File: src/rtl/qspi_mem_ctrl_pkg.sv
// Shared definitions for the QSPI memory controller.
// Holds the RAM command bytes, the flash continuous-read mode nibble, the
// header length, the FSM state encoding and the address decode bit positions.
package qspi_mem_ctrl_pkg;

    localparam logic [7:0] CMD_READ       = 8'h0B;
    localparam logic [7:0] CMD_WRITE      = 8'h02;
    localparam logic [3:0] MODE_NIBBLE    = 4'hA;
    localparam logic [4:0] HEADER_NIBBLES = 5'd8;

    // addr[24] selects RAM space; addr[23] picks RAM B over RAM A
    localparam int ADDR_RAM_BIT  = 24;
    localparam int ADDR_BANK_BIT = 23;

    localparam int WORD_BYTES = 4;

    typedef enum logic [2:0] {
        ST_IDLE,
        ST_HEADER,
        ST_DUMMY,
        ST_DATA,
        ST_CS_GAP
    } state_t;

    // Bytes go out in address order, so byte 0 must sit in the top of the
    // shift register to be emitted first.
    function automatic logic [31:0] wire_order(input logic [31:0] d);
        return {d[7:0], d[15:8], d[23:16], d[31:24]};
    endfunction

endpackage

File: src/rtl/qspi_nibble_shifter.sv
// 32-bit nibble shift register shared by the transmit and receive paths.
// Ports:
//   clk, rst            clock and synchronous active-high reset
//   load, load_value    parallel load (header word or write data in wire order)
//   shift, nibble_in    shift left one nibble, capturing nibble_in at the bottom
//   len                 transfer length in bytes-1, used to align read data
//   nibble_out          nibble currently presented to the pads
//   read_data           received bytes in little-endian lanes, unused lanes 0
module qspi_nibble_shifter
    import qspi_mem_ctrl_pkg::*;
(
    input  logic        clk,
    input  logic        rst,
    input  logic        load,
    input  logic [31:0] load_value,
    input  logic        shift,
    input  logic [3:0]  nibble_in,
    input  logic [1:0]  len,
    output logic [3:0]  nibble_out,
    output logic [31:0] read_data
);

    logic [31:0] shift_reg;
    logic [7:0]  sh_byte [WORD_BYTES];

    // Transmit and receive share one shift: the top nibble leaves while the
    // pad nibble enters at the bottom. Only the last 2*(len+1) captures
    // matter, and they occupy the low bytes.
    always_ff @(posedge clk) begin
        if (rst) begin
            shift_reg <= '0;
        end else if (load) begin
            shift_reg <= load_value;
        end else if (shift) begin
            shift_reg <= {shift_reg[27:0], nibble_in};
        end
    end

    assign nibble_out = shift_reg[31:28];

    // The first received byte is the most significant of the captured bytes,
    // so lane gi takes byte (len - gi) of the register.
    genvar gi;
    generate
        for (gi = 0; gi < WORD_BYTES; gi++) begin : g_lane
            assign sh_byte[gi] = shift_reg[8*gi +: 8];
            assign read_data[8*gi +: 8] = (2'(gi) <= len) ? sh_byte[len - 2'(gi)] : 8'h00;
        end
    endgenerate

endmodule

File: src/rtl/qspi_mem_ctrl.sv
// Quad-SPI memory controller: one flash (continuous quad read) and two PSRAMs
// (quad 0x0B read, 0x02 write) on a shared SCK and 4-bit bus.
// Ports:
//   clk, rst                     system clock, synchronous active-high reset
//   addr_in, data_in, data_len   request address, write data, bytes-1
//   start_read, start_write      one-cycle request strobes (write wins)
//   busy                         transaction in progress
//   data_out, data_ready         little-endian read data and its valid pulse
//   spi_data_in/out/oe           quad IO from pads, to pads, output enables
//   spi_clk_out                  SCK at clk/2, low when idle
//   spi_*_select                 active-low chip selects
module qspi_mem_ctrl
    import qspi_mem_ctrl_pkg::*;
#(
    parameter int DATA_NIBBLE_START = 14,
    parameter int CS_HIGH_CYCLES    = 2
) (
    input  logic        clk,
    input  logic        rst,
    input  logic [24:0] addr_in,
    input  logic [31:0] data_in,
    input  logic [1:0]  data_len,
    input  logic        start_read,
    input  logic        start_write,
    output logic        busy,
    output logic [31:0] data_out,
    output logic        data_ready,
    input  logic [3:0]  spi_data_in,
    output logic [3:0]  spi_data_out,
    output logic [3:0]  spi_data_oe,
    output logic        spi_clk_out,
    output logic        spi_flash_select,
    output logic        spi_ram_a_select,
    output logic        spi_ram_b_select
);

    localparam logic [4:0] DATA_START  = 5'(DATA_NIBBLE_START);
    localparam logic [4:0] DUMMY_LAST  = 5'(DATA_NIBBLE_START - 1);
    localparam logic [4:0] WRITE_START = HEADER_NIBBLES + 5'd1;
    localparam int         GAP_W       = (CS_HIGH_CYCLES > 1) ? $clog2(CS_HIGH_CYCLES) : 1;
    localparam logic [GAP_W-1:0] GAP_LAST = GAP_W'(CS_HIGH_CYCLES - 1);

    state_t             state_reg, state_next;
    logic [4:0]         nib_reg, nib_next;          // 1-based index of current nibble
    logic               sck_reg, sck_next;
    logic               done_reg, done_next;        // final falling edge has passed
    logic               write_reg, write_next;
    logic [1:0]         len_reg, len_next;
    logic [31:0]        wdata_reg, wdata_next;
    logic [2:0]         sel_n_reg, sel_n_next;      // {flash, ram_a, ram_b}
    logic [3:0]         oe_reg, oe_next;
    logic [31:0]        data_out_reg, data_out_next;
    logic               data_ready_reg, data_ready_next;
    logic [GAP_W-1:0]   gap_reg, gap_next;

    logic               sh_load, sh_shift;
    logic [31:0]        sh_load_value;
    logic [3:0]         sh_nibble;
    logic [31:0]        sh_read_data;

    logic               is_ram, accept;
    logic [31:0]        header_word;
    logic [2:0]         sel_n_decode;
    logic [4:0]         data_last;

    qspi_nibble_shifter u_shifter (
        .clk        (clk),
        .rst        (rst),
        .load       (sh_load),
        .load_value (sh_load_value),
        .shift      (sh_shift),
        .nibble_in  (spi_data_in),
        .len        (len_reg),
        .nibble_out (sh_nibble),
        .read_data  (sh_read_data)
    );

    // Request decode. A flash write is never accepted, and when both strobes
    // are present the write is what gets decided on.
    assign is_ram       = addr_in[ADDR_RAM_BIT];
    assign accept       = (state_reg == ST_IDLE) && (start_write ? is_ram : start_read);
    assign header_word  = is_ram ? {(start_write ? CMD_WRITE : CMD_READ), 1'b0, addr_in[22:0]}
                                 : {addr_in[23:0], MODE_NIBBLE, 4'h0};
    assign sel_n_decode = !is_ram ? 3'b011 : (addr_in[ADDR_BANK_BIT] ? 3'b110 : 3'b101);

    // Data phase spans 2*(len+1) nibbles, so the last one is first + 2*len + 1.
    assign data_last = (write_reg ? WRITE_START : DATA_START) + {2'b00, len_reg, 1'b1};

    always_ff @(posedge clk) begin
        if (rst) begin
            state_reg      <= ST_IDLE;
            nib_reg        <= '0;
            sck_reg        <= 1'b0;
            done_reg       <= 1'b0;
            write_reg      <= 1'b0;
            len_reg        <= '0;
            wdata_reg      <= '0;
            sel_n_reg      <= 3'b111;
            oe_reg         <= '0;
            data_out_reg   <= '0;
            data_ready_reg <= 1'b0;
            gap_reg        <= '0;
        end else begin
            state_reg      <= state_next;
            nib_reg        <= nib_next;
            sck_reg        <= sck_next;
            done_reg       <= done_next;
            write_reg      <= write_next;
            len_reg        <= len_next;
            wdata_reg      <= wdata_next;
            sel_n_reg      <= sel_n_next;
            oe_reg         <= oe_next;
            data_out_reg   <= data_out_next;
            data_ready_reg <= data_ready_next;
            gap_reg        <= gap_next;
        end
    end

    always_comb begin
        state_next      = state_reg;
        nib_next        = nib_reg;
        sck_next        = sck_reg;
        done_next       = done_reg;
        write_next      = write_reg;
        len_next        = len_reg;
        wdata_next      = wdata_reg;
        sel_n_next      = sel_n_reg;
        oe_next         = oe_reg;
        data_out_next   = data_out_reg;
        data_ready_next = 1'b0;
        gap_next        = gap_reg;
        sh_load         = 1'b0;
        sh_shift        = 1'b0;
        sh_load_value   = header_word;

        case (state_reg)
            ST_IDLE: begin
                sck_next   = 1'b0;
                oe_next    = 4'h0;
                sel_n_next = 3'b111;
                gap_next   = '0;
                if (accept) begin
                    // Nibble 1 is on the bus as the select falls; SCK rises next cycle.
                    write_next = start_write;
                    len_next   = data_len;
                    wdata_next = wire_order(data_in);
                    sel_n_next = sel_n_decode;
                    oe_next    = 4'hF;
                    nib_next   = 5'd1;
                    done_next  = 1'b0;
                    sh_load    = 1'b1;
                    state_next = ST_HEADER;
                end
            end

            ST_HEADER, ST_DUMMY, ST_DATA: begin
                if (done_reg) begin
                    // One low-SCK cycle after the last fall, then release the select.
                    state_next = ST_CS_GAP;
                    sel_n_next = 3'b111;
                    oe_next    = 4'h0;
                    done_next  = 1'b0;
                    gap_next   = '0;
                    if (!write_reg) begin
                        data_out_next   = sh_read_data;
                        data_ready_next = 1'b1;
                    end
                end else if (!sck_reg) begin
                    sck_next = 1'b1;
                end else begin
                    // Falling SCK: capture the nibble of the rise just seen and
                    // present the next outgoing nibble.
                    sck_next = 1'b0;
                    sh_shift = 1'b1;
                    nib_next = nib_reg + 5'd1;
                    case (state_reg)
                        ST_HEADER: begin
                            if (nib_reg == HEADER_NIBBLES) begin
                                if (write_reg) begin
                                    sh_shift      = 1'b0;
                                    sh_load       = 1'b1;
                                    sh_load_value = wdata_reg;
                                    state_next    = ST_DATA;
                                end else begin
                                    oe_next    = 4'h0;
                                    state_next = (DATA_START > WRITE_START) ? ST_DUMMY : ST_DATA;
                                end
                            end
                        end
                        ST_DUMMY: begin
                            if (nib_reg == DUMMY_LAST) begin
                                state_next = ST_DATA;
                            end
                        end
                        ST_DATA: begin
                            if (nib_reg == data_last) begin
                                done_next = 1'b1;
                                nib_next  = nib_reg;
                            end
                        end
                        default: begin
                        end
                    endcase
                end
            end

            ST_CS_GAP: begin
                sck_next   = 1'b0;
                sel_n_next = 3'b111;
                oe_next    = 4'h0;
                if (gap_reg == GAP_LAST) begin
                    gap_next   = '0;
                    state_next = ST_IDLE;
                end else begin
                    gap_next = gap_reg + 1'b1;
                end
            end

            default: begin
                state_next = ST_IDLE;
            end
        endcase
    end

    assign busy             = (state_reg != ST_IDLE);
    assign data_out         = data_out_reg;
    assign data_ready       = data_ready_reg;
    assign spi_data_out     = sh_nibble & oe_reg;   // keep pads quiet when not driving
    assign spi_data_oe      = oe_reg;
    assign spi_clk_out      = sck_reg;
    assign spi_flash_select = sel_n_reg[2];
    assign spi_ram_a_select = sel_n_reg[1];
    assign spi_ram_b_select = sel_n_reg[0];

endmodule

File: config.mk
export PLATFORM = sky130hd
export DESIGN_NAME = qspi_mem_ctrl
export DESIGN_NICKNAME = d
export VERILOG_FILES = /design/src/rtl/qspi_mem_ctrl_pkg.sv /design/src/rtl/qspi_nibble_shifter.sv /design/src/rtl/qspi_mem_ctrl.sv
export SDC_FILE = /design/constraint.sdc
export NUM_CORES = 1
export LEC_CHECK = 0
export ABC_AREA = 1
export CAP_MARGIN = 20
export CORE_AREA = 5 5 150 152
export CTS_CLUSTER_SIZE = 20
export DETAILED_ROUTE_END_ITERATION = 10
export DIE_AREA = 0 0 155 157
export DONT_BUFFER_PORTS = 1
export SETUP_SLACK_MARGIN = 0.15
export SLEW_MARGIN = 5
export SYNTH_ARGS = -nofsm -noshare
export SYNTH_HDL_FRONTEND = slang
export SYNTH_SLANG_ARGS = --single-unit
File: constraint.sdc
create_clock -name clk -period 3.1 [get_ports clk]
set_input_delay 0.62 -clock clk [delete_from_list [all_inputs] [get_ports clk]]
set_output_delay 0.62 -clock clk [all_outputs]
set_load 0.005 [all_outputs]
* Word level (Yosys, flattened, before mapping)
Cells that the tools add are included.
** Word-level totals
- Flip-flop bits (word level) :: 118
- Input port bits :: 67
- Output and inout bits :: 46
- Logic and storage cells :: 153
** Operators by class
- Add/sub/neg operators :: 6
- Magnitude comparators :: 8
- Eq/ne operators :: 20
- Mux-type cells :: 80
- Bitwise logic cells :: 8
- Reductions and logical operators :: 18
** Operator list (number)
- $mux 32 :: 9
- $mux 8 :: 12
- $bmux 8 s2 :: 4
- $mux 3 :: 10
- $mux 4 :: 7
- $mux 5 :: 5
- $mux 1 :: 23
- $pmux 3 s3 :: 2
- $ne 3x3->1 const B :: 5
- $ge 3x3->1 const B :: 4
- $ne 4x4->1 const B :: 3
- $not 2->3 :: 4
- $pmux 4 s3 :: 1
- $eq 5x4->1 const B :: 2
- $ne 2x2->1 const B :: 5
- $pmux 5 s2 :: 1
- $reduce_and 5->1 :: 2
- $reduce_and 2->1 :: 4
- $eq 3x2->1 const B :: 2
- $pmux 1 s2 :: 3
- $pmux 3 s2 :: 1
- $reduce_and 6->1 :: 1
- $reduce_bool 2->1 :: 3
- $reduce_bool 3->1 :: 2
- 19 further kinds :: 25

* Depth between registers and ports, before layout
- Depth in word-level cells :: 9
- Depth in mapped cells :: 13
- Depth with buffers taken out :: 12

* Cells and area by module
From an unflattened synthesis, not the netlist that was laid out.
** Second synthesis, totals
- Cell total of the unflattened synthesis :: 1082
- Area total of the unflattened synthesis :: 6653.9 µm²
** By module, submodules not included
- qspi_mem_ctrl :: instances 1, cells an instance 610, area an instance 4077.7 µm², sequential area each 1661.6 µm²
- qspi_nibble_shifter :: instances 1, cells an instance 472, area an instance 2576.2 µm², sequential area each 640.6 µm²

* Least setup slack after synthesis
OpenSTA, ideal clock, no wires.
- Path type :: register to register
- Start :: register len_reg[1]
- End :: register data_out_reg[25] (netlist: data_out[25])
- Library setup time :: 0.122 ns
- Data arrival time :: 2.136 ns
- Required time :: 2.978 ns
- Path slack :: 0.842 ns
- Stages on the path, launching flop included :: 11
- Buffers on the path :: 4
- Clock period less this slack :: 2.258 ns
- Path through :: dfxtp_1 -> clkbuf_1 -> clkinv_1 -> clkbuf_1 -> ha_1 -> clkbuf_1 -> inv_1 -> clkbuf_1 -> nand2_1 -> o211ai_1 -> a21oi_1
** Between the ends
- Cells in the longest elaborated chain, start to end :: 6
- Elaborated cells between the ends (all ways) :: 7
- Classes of those cells :: 1 x add/sub; 1 x order compare; 4 x mux; 1 x bitwise
** Ends and longest elaborated chain
- from (decl) :: RTL line qspi_mem_ctrl.sv:48 : logic [1:0] len_reg, len_next;
- from (signal assigned) :: RTL line qspi_mem_ctrl.sv:109 : len_reg <= len_next;
- $sub 2x2->2 :: RTL line qspi_nibble_shifter.sv:47 : assign read_data[8*gi +: 8] = (2'(gi) <= len) ? sh_byte[len - 2'(gi)] : 8'h00;
- $not 2->3 (not written as such) :: RTL line qspi_nibble_shifter.sv:47
- $bmux 8 s2 :: RTL line qspi_nibble_shifter.sv:47
- $mux 8 (not written as such) (2 in series) :: RTL line qspi_nibble_shifter.sv:47
- $mux 8 (*) :: RTL line qspi_nibble_shifter.sv:47
- to (signal assigned) :: RTL line qspi_mem_ctrl.sv:113 : data_out_reg <= data_out_next;
- to (decl) :: RTL line qspi_mem_ctrl.sv:52 : logic [31:0] data_out_reg, data_out_next;
Mark *: on every way between the ends. The rest lies on a longest branch, timed or not. The select of a mux whose other input is x is not followed.
A chain may end at the register's enable or synchronous reset.

* Worst setup path after layout
- Start :: register state_reg[1]
- End :: register u_shifter.shift_reg[31]
** Between the ends
- Cells in the longest elaborated chain, start to end :: 6
- Elaborated cells between the ends (all ways) :: 21
- Classes of those cells :: 3 x eq/ne; 14 x mux; 4 x reduce/logical
** Ends and longest elaborated chain
- from (decl) :: RTL line qspi_mem_ctrl.sv:43 : state_t state_reg, state_next;
- from (signal assigned) :: RTL line qspi_mem_ctrl.sv:104 : state_reg <= state_next;
- $eq 3x1->1 :: RTL line qspi_mem_ctrl.sv:136, qspi_mem_ctrl.sv:176
- $mux 1 / $mux 32 (equally long branches) :: RTL line qspi_mem_ctrl.sv:176 : case (state_reg)
- $mux 1 / $mux 32 (equally long branches) :: RTL line qspi_mem_ctrl.sv:168 : end else if (!sck_reg) begin
- $mux 1 / $mux 32 (equally long branches) :: RTL line qspi_mem_ctrl.sv:157 : if (done_reg) begin
- $pmux 1 s2 (tied with other cells) :: RTL line qspi_mem_ctrl.sv:136 : case (state_reg)
- $mux 32 / $reduce_bool 2->1 (equally long branches)
- to (signal assigned) :: RTL line qspi_nibble_shifter.sv:33 : shift_reg <= load_value;
- to (signal assigned) :: RTL line qspi_nibble_shifter.sv:35 : shift_reg <= {shift_reg[27:0], nibble_in};
- to (decl) :: RTL line qspi_nibble_shifter.sv:23 : logic [31:0] shift_reg;
Several ways; a longest one is shown, not always the timed one.

==> impl_summary.log <==
[metrics] maximum number of pins on one net before global-route repair: 49
[metrics] highest achievable clock rate: 0.403 GHz
[metrics] Final Hold Viols: 0
[metrics] worst max-slew margin expressed relative to the limit: 0.284
[metrics] Final GP Congestion: 0.920
[metrics] initial cell density of the core: 0.294
[metrics] via count of the first global-routing pass: 5,653
[metrics] required time worst endpoint: 3.41 ns
[metrics] Inst Count DP: 1,165
[metrics] Non-Filler Instances: 1,197
[metrics] Num Clock Sinks: 115
[metrics] Gates resized, CTS repair: 0
[metrics] unrepaired setup endpoints after global routing: no
[metrics] sequential area share after synthesis: 0.375
[metrics] growth of design area from synthesis to finish: 12.9%
[metrics] commonest cells in the synthesized netlist: 190 x sky130_fd_sc_hd__nand2_1, 167 x sky130_fd_sc_hd__nor2_1, 145 x sky130_fd_sc_hd__o21ai_0
[metrics] endpoint type of the worst setup path: flip-flop
[metrics] synthesized area: 6140 µm²
[metrics] DRC violation total after the first TritonRoute iteration: 610
[metrics] Total Routed Length: 20,500 µm
[metrics] number of max-slew violations in the final report: 0
[metrics] clock-pin slew on the worst setup and hold paths: 0.06 ns
[metrics] power density over the cells: 953 nW/µm²
[metrics] Total GRT Usage: 0.171
[metrics] Post-CTS Setup Inserts: 0
[metrics] result of the run: completed
[metrics] Clock Path Buffers: 2
[metrics] cell count after synthesis: 940
[metrics] initial antenna violation count: 0
[metrics] clock tree from TritonCTS: built
[metrics] post-layout worst setup margin: 0.620 ns
[metrics] number of vias after detailed routing: 6,022
[metrics] number of hold buffers added after CTS: 0
[metrics] cell taking the most area after synthesis: sky130_fd_sc_hd__dfxtp_1
[metrics] path class of the lowest-slack min-delay path: input pin to flip-flop
[metrics] average cell area after synthesis: 6.53 µm²
[metrics] fraction of final layout cells sized beyond drive strength 1: 0.0607
[metrics] Total Negative Setup Slacks: 0 ns
[metrics] count of state elements after synthesis: 115
[metrics] wire length of the first global-routing pass: 32,300 µm
[metrics] Total Die Area: 24,300 µm²
[metrics] Inserted Clock Buffers: 17
[metrics] period utilization: 0.800
[metrics] # port buffers: 0
[metrics] filler cell count in the final layout: 2,293
[metrics] Remaining DRCs: 0
[metrics] mean number of vias per cell: 5.03
[metrics] area share of the leading cell type in the synthesized netlist: 0.375
[metrics] cell row count: 53
[metrics] largest fanout on the critical path: 46
[metrics] post-detailed-placement half-perimeter wirelength: 15,100 µm
[metrics] Hold Path Cell Cnt: 1
[metrics] maximum capacitance violations: 0
[metrics] Die H: 157 µm
[metrics] Synth warnings: 0
[metrics] clock latency at the later pin of the worst-skew pair: 0.42 ns
[metrics] drt wl/cell: 17.1 µm
[metrics] remaining number of nets flagged by the antenna check after routing: 0
[metrics] final hold slack: 0.268 ns
[metrics] worst-case setup slack after placement: 0.690 ns
[metrics] Total Power Consumption: 0.00660 W
[metrics] type of origin of the critical path: flip-flop
[metrics] Die X-Extent: 155 µm
[metrics] Post-Syn Nets: 1,015
[metrics] Worst R2R Path Depth: 8
[metrics] count of distinct cell types in the synthesized netlist: 33
[metrics] cell with the most instances after synthesis: sky130_fd_sc_hd__nand2_1
[metrics] count of nets after finishing: 984
[metrics] number of I/O pins: 113
[metrics] crit path DAT: 2.79 ns
[metrics] number of setup violations in the final report: 0
[metrics] CTS H-tree lvls: 4
[metrics] top post-synthesis cells by area: sky130_fd_sc_hd__dfxtp_1 38%, sky130_fd_sc_hd__o21ai_0 12%, sky130_fd_sc_hd__nand2_1 12%
[metrics] worst IR drop on VDD: 0.429 mV
[metrics] area of the core region: 20,900 µm²
[metrics] Post-Route Skew: 0.00705 ns
[metrics] Clock Tree Root: sky130_fd_sc_hd__clkbuf_16
[metrics] number of enable-type register cells in the synthesized netlist: 0
[metrics] worst slew pin tran: 1.07 ns
[metrics] total overflow reported by the global router: 0
[metrics] total iterations of the first detailed-routing run: 5
[metrics] Inserted Diodes: 0
[metrics] kind of critical path: flip-flop to flip-flop
[metrics] Async SR Flop Fraction: 0
[metrics] post-route minimum period: 2.48 ns
[metrics] cell leakage power: 2.89 nW
[metrics] Most used DFF post-synth: sky130_fd_sc_hd__dfxtp_1
-- area by class of cell --
| type | instances | area [µm²] | area share |
|---|---|---|---|
| clock buffers | 23 | 478 | 0.0690 |
| flip-flops and latches | 115 | 2300 | 0.332 |
| well taps | 275 | 344 | 0.0497 |
| repair buffers | 12 | 90.1 | 0.0130 |
| multi-input cells | 686 | 3250 | 0.469 |
| inverters | 77 | 289 | 0.0417 |
| clock inverters | 9 | 175 | 0.0253 |
-- critical path: stages (launching register included) --
cell                      delay (ns)
sky130_fd_sc_hd__dfxtp_1        0.36
sky130_fd_sc_hd__inv_1          0.11
sky130_fd_sc_hd__nand2_1        0.12
sky130_fd_sc_hd__nor2_2         0.43
sky130_fd_sc_hd__nand2_4        0.33
sky130_fd_sc_hd__o21ai_4        0.49
sky130_fd_sc_hd__nand3_1        0.29
sky130_fd_sc_hd__nor2_1         0.17
sky130_fd_sc_hd__nor2_1         0.05
-- cell usage in the layout, fill, tap and decap left out, types with 2 or more instances in the layout --
master                       netlist  routed
sky130_fd_sc_hd__clkinvlp_4        0       2
sky130_fd_sc_hd__o211ai_1         12      12
sky130_fd_sc_hd__dfxtp_1         115     115
sky130_fd_sc_hd__a211oi_1          8       8
sky130_fd_sc_hd__clkinv_2          0       2
sky130_fd_sc_hd__nand2_1         190     190
sky130_fd_sc_hd__nand3_1          60      60
sky130_fd_sc_hd__a21oi_1          50      50
sky130_fd_sc_hd__clkbuf_1         30       3
sky130_fd_sc_hd__clkinv_1          2       2
sky130_fd_sc_hd__buf_4            11      12
sky130_fd_sc_hd__clkbuf_16         0      17
sky130_fd_sc_hd__o21ai_1           6       6
sky130_fd_sc_hd__o21ai_0         145     145
sky130_fd_sc_hd__nor2_2            3       3
sky130_fd_sc_hd__nor2_1          167     167
sky130_fd_sc_hd__nand2_2           2       2
sky130_fd_sc_hd__nor2_4            3       3
sky130_fd_sc_hd__o2111ai_1         2       2
sky130_fd_sc_hd__inv_1            73      72
sky130_fd_sc_hd__nand4_1          11      11
sky130_fd_sc_hd__clkbuf_8          0       3
sky130_fd_sc_hd__bufinv_16         0       5
sky130_fd_sc_hd__mux2i_1          10      10
sky130_fd_sc_hd__inv_2             2       3
sky130_fd_sc_hd__ha_1              7       7
-- report_power, final --
part | switching [W] | internal [W]
clock network | 0.000702 | 0.00149
logic | 0.00156 | 0.000683
registers | 0.000331 | 0.00184
-- worst paths after layout --
path	slack (ns)	startpoint	endpoint
hold / removal	0.27	rst	data_ready
setup reg to reg	0.62	state_reg[1]	u_shifter.shift_reg[31]
hold reg to reg	0.46	gap_reg	gap_reg
setup / recovery	0.62	state_reg[1]	u_shifter.shift_reg[31]
-- stage by stage --
step	cell area, µm²	utilization
2_1_floorplan	6140	-
3_3_place_gp	6280	0.300
3_5_place_dp	6280	0.300
4_1_cts	6930	0.332
5_1_grt	6930	0.332
6_report	6930	0.332
-- logic make-up after synthesis --
| group | after synthesis | share of synthesized area |
|---|---|---|
| and+or+nand+nor | 440 | 0.297 |
| AOI/OAI and AO/OA | 227 | 0.198 |
| buffers and inverters | 139 | 0.0954 |
| DFF | 115 | 0.375 |
| muxes | 10 | 0.0163 |
| adders and majority gates | 8 | 0.0175 |
| xor gates and xnor gates | 1 | 0.00143 |
-- per-layer routing --
layer,vias to the layer above,GRT usage,share of wire
met3,22,0.0822,0.13
met2,263,0.232,0.38
li1,3012,-,-
met5,-,0,0
met1,2725,0.239,0.47
met4,0,0.0496,0.015
No activity file was read; power rests on OpenSTA's default activity.
